### src/rtl/tmds_pkg.sv
// Shared TMDS definitions: symbol modes, fixed control/guard-band code words,
// the TERC4 data-island table and a popcount helper.
package tmds_pkg;

  typedef enum logic [2:0] {
    MODE_CTRL   = 3'd0,
    MODE_VIDEO  = 3'd1,
    MODE_VGB    = 3'd2,
    MODE_ISLAND = 3'd3,
    MODE_DGB    = 3'd4
  } mode_t;

  // Indexed by the 2-bit control value {c1, c0}.
  localparam logic [9:0] CTRL_SYM [4] = '{
    10'b1101010100, 10'b0010101011, 10'b0101010100, 10'b1010101011
  };

  localparam logic [9:0] VGB_SYM [3] = '{
    10'b1011001100, 10'b0100110011, 10'b1011001100
  };

  // Set 0 carries hsync/vsync through TERC4; its entry is the sync=00 word.
  localparam logic [9:0] DGB_SYM [3] = '{
    10'b1010001110, 10'b0100110011, 10'b0100110011
  };

  localparam logic [9:0] TERC4 [16] = '{
    10'b1010011100, 10'b1001100011, 10'b1011100100, 10'b1011100010,
    10'b0101110001, 10'b0100011110, 10'b0110001110, 10'b0100111100,
    10'b1011001100, 10'b0100111001, 10'b0110011100, 10'b1011000110,
    10'b1010001110, 10'b1001110001, 10'b0101100011, 10'b1011000011
  };

  function automatic logic [3:0] ones8(input logic [7:0] v);
    logic [3:0] cnt;
    cnt = '0;
    for (int i = 0; i < 8; i++) cnt = cnt + {3'b000, v[i]};
    return cnt;
  endfunction

endpackage

### src/rtl/tmds_encoder_hdmi_if.sv
// Pixel-side bus of the TMDS encoder. Streaming, no handshake: every clk_pix
// cycle one set of inputs is accepted and tmds shows the symbols of the inputs
// accepted two cycles earlier.
interface tmds_encoder_hdmi_if #(
  parameter int CHANNELS = 3
);
  logic [2:0]            mode;
  logic [8*CHANNELS-1:0] data_in;
  logic [2*CHANNELS-1:0] ctrl_in;
  logic [4*CHANNELS-1:0] aux_in;
  logic [10*CHANNELS-1:0] tmds;

  modport master (output mode, output data_in, output ctrl_in, output aux_in, input tmds);
  modport slave  (input mode, input data_in, input ctrl_in, input aux_in, output tmds);
endinterface

### src/rtl/tmds_channel.sv
// One TMDS channel: stage 1 builds q_m and its balance, stage 2 picks the
// output word and tracks running disparity. TERC4 paths exist only with TMDS_TERC4_EN.
module tmds_channel
  import tmds_pkg::*;
#(
  parameter int unsigned GB_SET = 0
) (
  input  logic       clk_i,
  input  logic       rst_i,
  input  logic [2:0] mode_i,
  input  logic [7:0] data_i,
  input  logic [1:0] ctrl_i,
`ifdef TMDS_TERC4_EN
  input  logic [3:0] aux_i,
`endif
  output logic [9:0] tmds_o
);

  localparam logic [1:0] SET = 2'(GB_SET);

  mode_t       mode_d, mode_q;
  logic [1:0]  ctrl_q;
  logic [8:0]  q_m_d, q_m_q;
  logic [4:0]  balance_d, balance_q;
  logic [4:0]  bias_d, bias_q;
  logic [9:0]  tmds_d, tmds_q;
`ifdef TMDS_TERC4_EN
  logic [3:0]  aux_q;
`endif

  // Stage 1: minimise transitions, then measure the word's DC content.
  always_comb begin
    logic [3:0] n_data;
    logic       use_xnor;
    logic [8:0] qm;
    n_data   = ones8(data_i);
    use_xnor = (n_data > 4'd4) || ((n_data == 4'd4) && !data_i[0]);
    qm       = '0;
    qm[0]    = data_i[0];
    for (int i = 1; i < 8; i++) qm[i] = use_xnor ? ~(qm[i-1] ^ data_i[i]) : (qm[i-1] ^ data_i[i]);
    qm[8]     = ~use_xnor;
    q_m_d     = qm;
    balance_d = {ones8(qm[7:0]), 1'b0} - 5'd8;
    mode_d    = (mode_i > 3'd4) ? MODE_CTRL : mode_t'(mode_i);
  end

  // Stage 2: output selection; disparity only survives across back-to-back VIDEO.
  always_comb begin
    tmds_d = CTRL_SYM[ctrl_q];
    bias_d = '0;
    case (mode_q)
      MODE_VIDEO: begin
        if ((bias_q == '0) || (balance_q == '0)) begin
          if (q_m_q[8]) begin
            tmds_d = {2'b01, q_m_q[7:0]};
            bias_d = bias_q + balance_q;
          end else begin
            tmds_d = {2'b10, ~q_m_q[7:0]};
            bias_d = bias_q - balance_q;
          end
        end else if (bias_q[4] == balance_q[4]) begin
          tmds_d = {1'b1, q_m_q[8], ~q_m_q[7:0]};
          bias_d = bias_q + {3'b000, q_m_q[8], 1'b0} - balance_q;
        end else begin
          tmds_d = {1'b0, q_m_q[8], q_m_q[7:0]};
          bias_d = bias_q + balance_q - {3'b000, ~q_m_q[8], 1'b0};
        end
      end
      MODE_VGB: tmds_d = VGB_SYM[SET];
`ifdef TMDS_TERC4_EN
      MODE_ISLAND: tmds_d = TERC4[aux_q];
      MODE_DGB:    tmds_d = (SET == 2'd0) ? TERC4[{2'b11, ctrl_q}] : DGB_SYM[SET];
`endif
      default: ;
    endcase
  end

  always_ff @(posedge clk_i) begin
    if (rst_i) begin
      mode_q    <= MODE_CTRL;
      ctrl_q    <= 2'b00;
      q_m_q     <= '0;
      balance_q <= '0;
      bias_q    <= '0;
      tmds_q    <= CTRL_SYM[0];
`ifdef TMDS_TERC4_EN
      aux_q     <= '0;
`endif
    end else begin
      mode_q    <= mode_d;
      ctrl_q    <= ctrl_i;
      q_m_q     <= q_m_d;
      balance_q <= balance_d;
      bias_q    <= bias_d;
      tmds_q    <= tmds_d;
`ifdef TMDS_TERC4_EN
      aux_q     <= aux_i;
`endif
    end
  end

  assign tmds_o = tmds_q;

endmodule

### src/rtl/tmds_encoder_hdmi.sv
// Multi-channel HDMI TMDS encoder; channel i uses guard-band set i % 3.
// Define TMDS_TERC4_EN for data-island support; without it the build is DVI-only.
module tmds_encoder_hdmi #(
  parameter int CHANNELS = 3
) (
  input  logic               clk_pix,
  input  logic               rst_pix,
  tmds_encoder_hdmi_if.slave bus
);

  logic [10*CHANNELS-1:0] tmds_w;

  for (genvar i = 0; i < CHANNELS; i++) begin : g_ch
    tmds_channel #(
      .GB_SET(i % 3)
    ) u_ch (
      .clk_i  (clk_pix),
      .rst_i  (rst_pix),
      .mode_i (bus.mode),
      .data_i (bus.data_in[8*i +: 8]),
      .ctrl_i (bus.ctrl_in[2*i +: 2]),
`ifdef TMDS_TERC4_EN
      .aux_i  (bus.aux_in[4*i +: 4]),
`endif
      .tmds_o (tmds_w[10*i +: 10])
    );
  end

`ifndef TMDS_TERC4_EN
  // aux_in has no consumer in the DVI-only build.
  logic unused_aux;
  assign unused_aux = ^bus.aux_in;
`endif

  assign bus.tmds = tmds_w;

endmodule

### src/flat_wrapper.sv
// flat-port wrapper written by rule: the top's interface ports become plain ports
module tmds_encoder_hdmi_flat 
#(
  parameter int CHANNELS = 3
)
  (clk_pix, rst_pix, bus_mode, bus_data_in, bus_ctrl_in, bus_aux_in, bus_tmds);
  tmds_encoder_hdmi_if #(.CHANNELS(CHANNELS)) bus_i ();
  input  logic clk_pix;
  input  logic rst_pix;
  input wire logic [$bits(bus_i.mode)-1:0] bus_mode;
  input wire logic [$bits(bus_i.data_in)-1:0] bus_data_in;
  input wire logic [$bits(bus_i.ctrl_in)-1:0] bus_ctrl_in;
  input wire logic [$bits(bus_i.aux_in)-1:0] bus_aux_in;
  output wire logic [$bits(bus_i.tmds)-1:0] bus_tmds;
  assign bus_i.mode = bus_mode;
  assign bus_i.data_in = bus_data_in;
  assign bus_i.ctrl_in = bus_ctrl_in;
  assign bus_i.aux_in = bus_aux_in;
  assign bus_tmds = bus_i.tmds;
  tmds_encoder_hdmi #(.CHANNELS(CHANNELS)) u_core (.clk_pix(clk_pix), .rst_pix(rst_pix), .bus(bus_i));
endmodule
### config.mk
export PLATFORM = sky130hd
export DESIGN_NAME = tmds_encoder_hdmi_flat
export DESIGN_NICKNAME = d
export VERILOG_FILES = /design/src/rtl/tmds_pkg.sv /design/src/rtl/tmds_encoder_hdmi_if.sv /design/src/rtl/tmds_channel.sv /design/src/rtl/tmds_encoder_hdmi.sv /design/src/flat_wrapper.sv
export SDC_FILE = /design/constraint.sdc
export NUM_CORES = 1
export LEC_CHECK = 0
export BUFFER_PORTS_ARGS = -buffer_cell sky130_fd_sc_hd__buf_2
export CAP_MARGIN = 25
export CORE_UTILIZATION = 60
export CTS_CLUSTER_SIZE = 40
export DETAILED_ROUTE_END_ITERATION = 7
export GPL_TIMING_DRIVEN = 0
export PLACE_DENSITY_LB_ADDON = 0.15
export SLEW_MARGIN = 20
export SYNTH_ARGS = -nofsm -noshare
export SYNTH_HDL_FRONTEND = slang
export SYNTH_SLANG_ARGS = --single-unit
### constraint.sdc
create_clock -name clk_pix -period 9 [get_ports clk_pix]
set_input_delay 0 -clock clk_pix [delete_from_list [all_inputs] [get_ports clk_pix]]
set_output_delay 0 -clock clk_pix [all_outputs]
set_load 0.02 [all_outputs]
==> run metrics <==
status complete, no violations; number of pins with negative max-slew slack in the final report 0; kind of critical path in2reg; Post-CTS Setup Inserts 0; Port Buffer Count 63; number of levels in the clock H-tree 3; deepest clock path buffer count 2; switching part of the total about 42%; wire length of the first global-routing pass 20,000 µm; combinational family with the most area after synthesis adder cells; worst reg2reg endpoint u_core.g_ch[1].u_ch.bias_q[4]; count of yosys warnings during synthesis 0; post-synthesis simple-gate area fraction about 11%; Site Rows 35; r2r startpoint u_core.g_ch[1].u_ch.q_m_q[8]; worst slew margin relative to its limit a little over a third; LEAKAGE ~2.9 nW; worst min-delay path class in2reg; r2r setup slk between 6000 and 7000 ps; cell internal pwr 0.00123 W; Final Net Count ~800; Required @ worst endpoint 9240 ps; number of vias per cell after detailed routing around 5.2; capture point of the worst path u_core.g_ch[0].u_ch.balance_q[4]; total via count after detailed routing approximately 4,200; post-route setup slack roughly 2700 ps; clk_lat worst skew 360 ps; number of distinct library cells after synthesis 44; crit path time final between 6000 and 7000 ps; share of the synthesized netlist area taken by xor and xnor gates 14.8%; worst ir drop on vdd between 0.15 and 0.2 mV; Finished Core Util between 70 and 80%; area grow syn2layout 13.6%; global placement routability congestion 0.871; Mapped Area between 5000 and 6000 µm²; Horiz. Die Dim 100 µm; drt drc 0; setup TNS 0 ps; fin crit share 69.5%; Initial DRC Count approximately 110; number of standard cells after synthesis 590; worst setup slack after placement between 2000 and 3000 ps; starting utilization of the core area approximately 62%; final hold violation count 0; Critical Path Fanout Max 5; antenna cells 0; TritonCTS Buffers 9; initial antenna violation count 0; die area 10,000 µm²; TritonCTS clock tree done; filler instances ~730; flip-flop and latch count after synthesis 90; CTS sink count 90; slew at the pin with the worst max-slew slack ~1000 ps; post-synthesis share of cell area spent on full adders, half adders and majority gates about 24%; mean post-synth cell area just under 10 µm²; global-route congestion overflow total 0; worst slack on hold paths 21.9 ps; element type at the critical path start input port; start point of the critical path bus_data_in[0]; arrival time reported for the critical path endpoint around 6500 ps; Cell Pwr Density about 330 nW/µm²; detailed-router iteration count before antenna repair 4; area of the placeable core approximately 9300 µm²; logic gate share of total power between 60% and 70%; number of violations of the max-capacitance limit 0; total I/O pin count 77; via count of the first global-routing pass between 4,000 and 5,000; share of total power in sequential cells roughly 25%; fraction of the mapped netlist area in compound gates a little over a tenth; Worst setup EP type flip-flop; vertical extent of the die ~100 µm; number of endpoints failing setup at the final stage 0; maximum achievable frequency between 0.15 and 0.2 GHz; net switching power of the design 0.000910 W; syn nets 727; Routed Wire Length roughly 12,000 µm; root buffer cell sky130_fd_sc_hd__clkbuf_8; largest net degree at the start of global routing 16; HPWL Detailed 9360 µm; reg2reg path depth 11; Clock transition at path regs around 90 ps; share of post-route cells with drive strength above 1 between 10% and 20%; WL per Instance about 15 µm; post-route total power approximately 0.0021 W; sequential fraction of the synthesis area between 30% and 40%; count of antenna-violating nets left after detailed routing 0; global router's overall resource usage between 20% and 30%; Clk network pwr share 12.3%; unrepaired setup endpoints after global routing no; skew final ~12 ps; portion of netlist area occupied by mux cells under 10%
-- worst max-delay path, stage by stage --
cell and delay [ps]:
sky130_fd_sc_hd__dlygate4sd3_1 520, sky130_fd_sc_hd__buf_2 150, sky130_fd_sc_hd__inv_1 80, sky130_fd_sc_hd__fa_1 570
sky130_fd_sc_hd__fa_1 440, sky130_fd_sc_hd__fa_1 500, sky130_fd_sc_hd__inv_1 40, sky130_fd_sc_hd__ha_1 190
sky130_fd_sc_hd__fa_1 440, sky130_fd_sc_hd__nor3b_1 260, sky130_fd_sc_hd__o21ai_0 110, sky130_fd_sc_hd__a21oi_1 510
sky130_fd_sc_hd__xnor2_1 190, sky130_fd_sc_hd__fa_1 530, sky130_fd_sc_hd__inv_1 50, sky130_fd_sc_hd__fa_1 520
sky130_fd_sc_hd__inv_1 50, sky130_fd_sc_hd__fa_1 450, sky130_fd_sc_hd__ha_1 220, sky130_fd_sc_hd__fa_1 420
sky130_fd_sc_hd__xnor2_1 180, sky130_fd_sc_hd__nor2_1 60
-- sequential cells by signal (all words and copies together), names as in the netlist --
register,cells
u_core.g_ch.u_ch.balance_q,12
u_core.g_ch.u_ch.bias_q,12
u_core.g_ch.u_ch.ctrl_q,6
u_core.g_ch.u_ch.mode_q,3
u_core.g_ch.u_ch.q_m_q,27
u_core.g_ch.u_ch.tmds_o,30
-- layout make-up --
| cell class | count | area (µm²) | area share, % |
|---|---|---|---|
| inverters | 80 | 300 | 4.57 |
| clock buffers | 11 | 151 | 2.31 |
| well taps | 129 | 161 | 2.46 |
| multi-input cells | 406 | 3620 | 55.2 |
| plain buffers | 14 | 53.8 | 0.820 |
| repair buffers | 75 | 435 | 6.63 |
| flip-flops and latches | 90 | 1800 | 27.4 |
| clock inverters | 5 | 37.5 | 0.572 |
-- cells in the final DEF, fill, tap and decap left out, drive strengths merged, types with 3 or more instances in the layout --
cell,count
a211oi,16
a21oi,33
buf,65
clkbuf,23
dfxtp,90
dlygate4sd3,12
fa,37
ha,53
inv,81
mux2i,6
nand2,29
nand2b,6
nand3,3
nor2,36
nor2b,27
nor3,5
nor3b,8
o211ai,6
o21ai,20
o22ai,4
o41ai,3
or3b,4
or4,3
xnor2,54
xor2,37
-- power by group through the flow --
stage | Clock (W) | Sequential [W] | Combinational [W]
finish | 0.000263 | 0.000537 | 0.00134
global route | 0.000283 | 0.000545 | 0.00153
CTS | 0.000264 | 0.000536 | 0.00136
detailed placement | 0 | 0.000545 | 0.00133
global placement | 0 | 0.000543 | 0.00126
floorplan | 0 | 0.000545 | 0.00105
-- stage by stage --
step	area (µm²)	cells
after floorplan	5780	590
after global placement	6250	782
after detailed placement	6250	782
after CTS	6560	810
after global routing	6560	810
final	6560	810
-- worst min-delay path by stage --
stage	slack, ps	cells after the start	to	start
after floorplan	80	1	u_core.g_ch[1].u_ch.mode_q[0]	bus_mode[2]
after global placement	190	2	u_core.g_ch[1].u_ch.mode_q[2]	bus_mode[0]
after detailed placement	200	2	u_core.g_ch[1].u_ch.mode_q[2]	bus_mode[0]
after CTS	10	3	u_core.g_ch[1].u_ch.q_m_q[0]	bus_data_in[8]
after global routing	20	3	u_core.g_ch[0].u_ch.q_m_q[2]	bus_data_in[2]
final	20	3	u_core.g_ch[1].u_ch.q_m_q[0]	bus_data_in[8]
-- synth_stat cells (all sizes together) --
| cell | count | area, µm² |
|---|---|---|
| a211oi | 16 | 120 |
| a21o | 1 | 7.51 |
| a21oi | 33 | 165 |
| a221o | 1 | 10.0 |
| a222oi | 1 | 10.0 |
| a311o | 2 | 20.0 |
| and2 | 1 | 6.26 |
| and2b | 1 | 7.51 |
| buf | 2 | 8.75 |
| clkbuf | 12 | 45.0 |
| dfxtp | 90 | 1800 |
| fa | 37 | 741 |
| ha | 53 | 663 |
| inv | 80 | 300 |
| mux2 | 1 | 11.3 |
| mux2i | 6 | 88.8 |
| nand2 | 29 | 109 |
| nand2b | 6 | 37.5 |
| nand3 | 3 | 15.0 |
| nand3b | 2 | 15.0 |
| nor2 | 36 | 135 |
| nor2b | 27 | 169 |
| nor3 | 5 | 25.0 |
| nor3b | 8 | 65.1 |
| nor4b | 1 | 8.76 |
| o2111ai | 2 | 17.5 |
| o211ai | 6 | 45.0 |
| o21a | 1 | 7.51 |
| o21ai | 20 | 100 |
| o21bai | 2 | 15.0 |
| o22ai | 4 | 25.0 |
| o41ai | 3 | 63.8 |
| or3b | 4 | 35.0 |
| or4 | 3 | 26.3 |
| xnor2 | 54 | 518 |
| xor2 | 37 | 339 |
-- timing repair --
item,in CTS,in global routing
gates resized for setup,0,0
endpoints found under the setup margin,0,0
endpoints found under the hold margin,11,0
hold buffers,12,0
-- kinds of logic after synthesis --
logic type | Yosys count
AO/OA/AOI/OAI | 92
XOR/XNOR | 91
adder cells (fa/ha/maj) | 90
buffers and inverters | 94
flip-flops | 90
multiplexers | 7
AND/OR/NAND/NOR | 126
-- layer usage --
layer | wire length [µm] | track usage (%) | share of wire, %
met1 | 5360 | 34.0 | 45
met2 | 6000 | 44.3 | 50
met3 | 402 | 3.20 | 3.4
met4 | 173 | 8.14 | 1.4
met5 | 0 | 0 | 0
No activity file was read; power rests on OpenSTA's default activity.
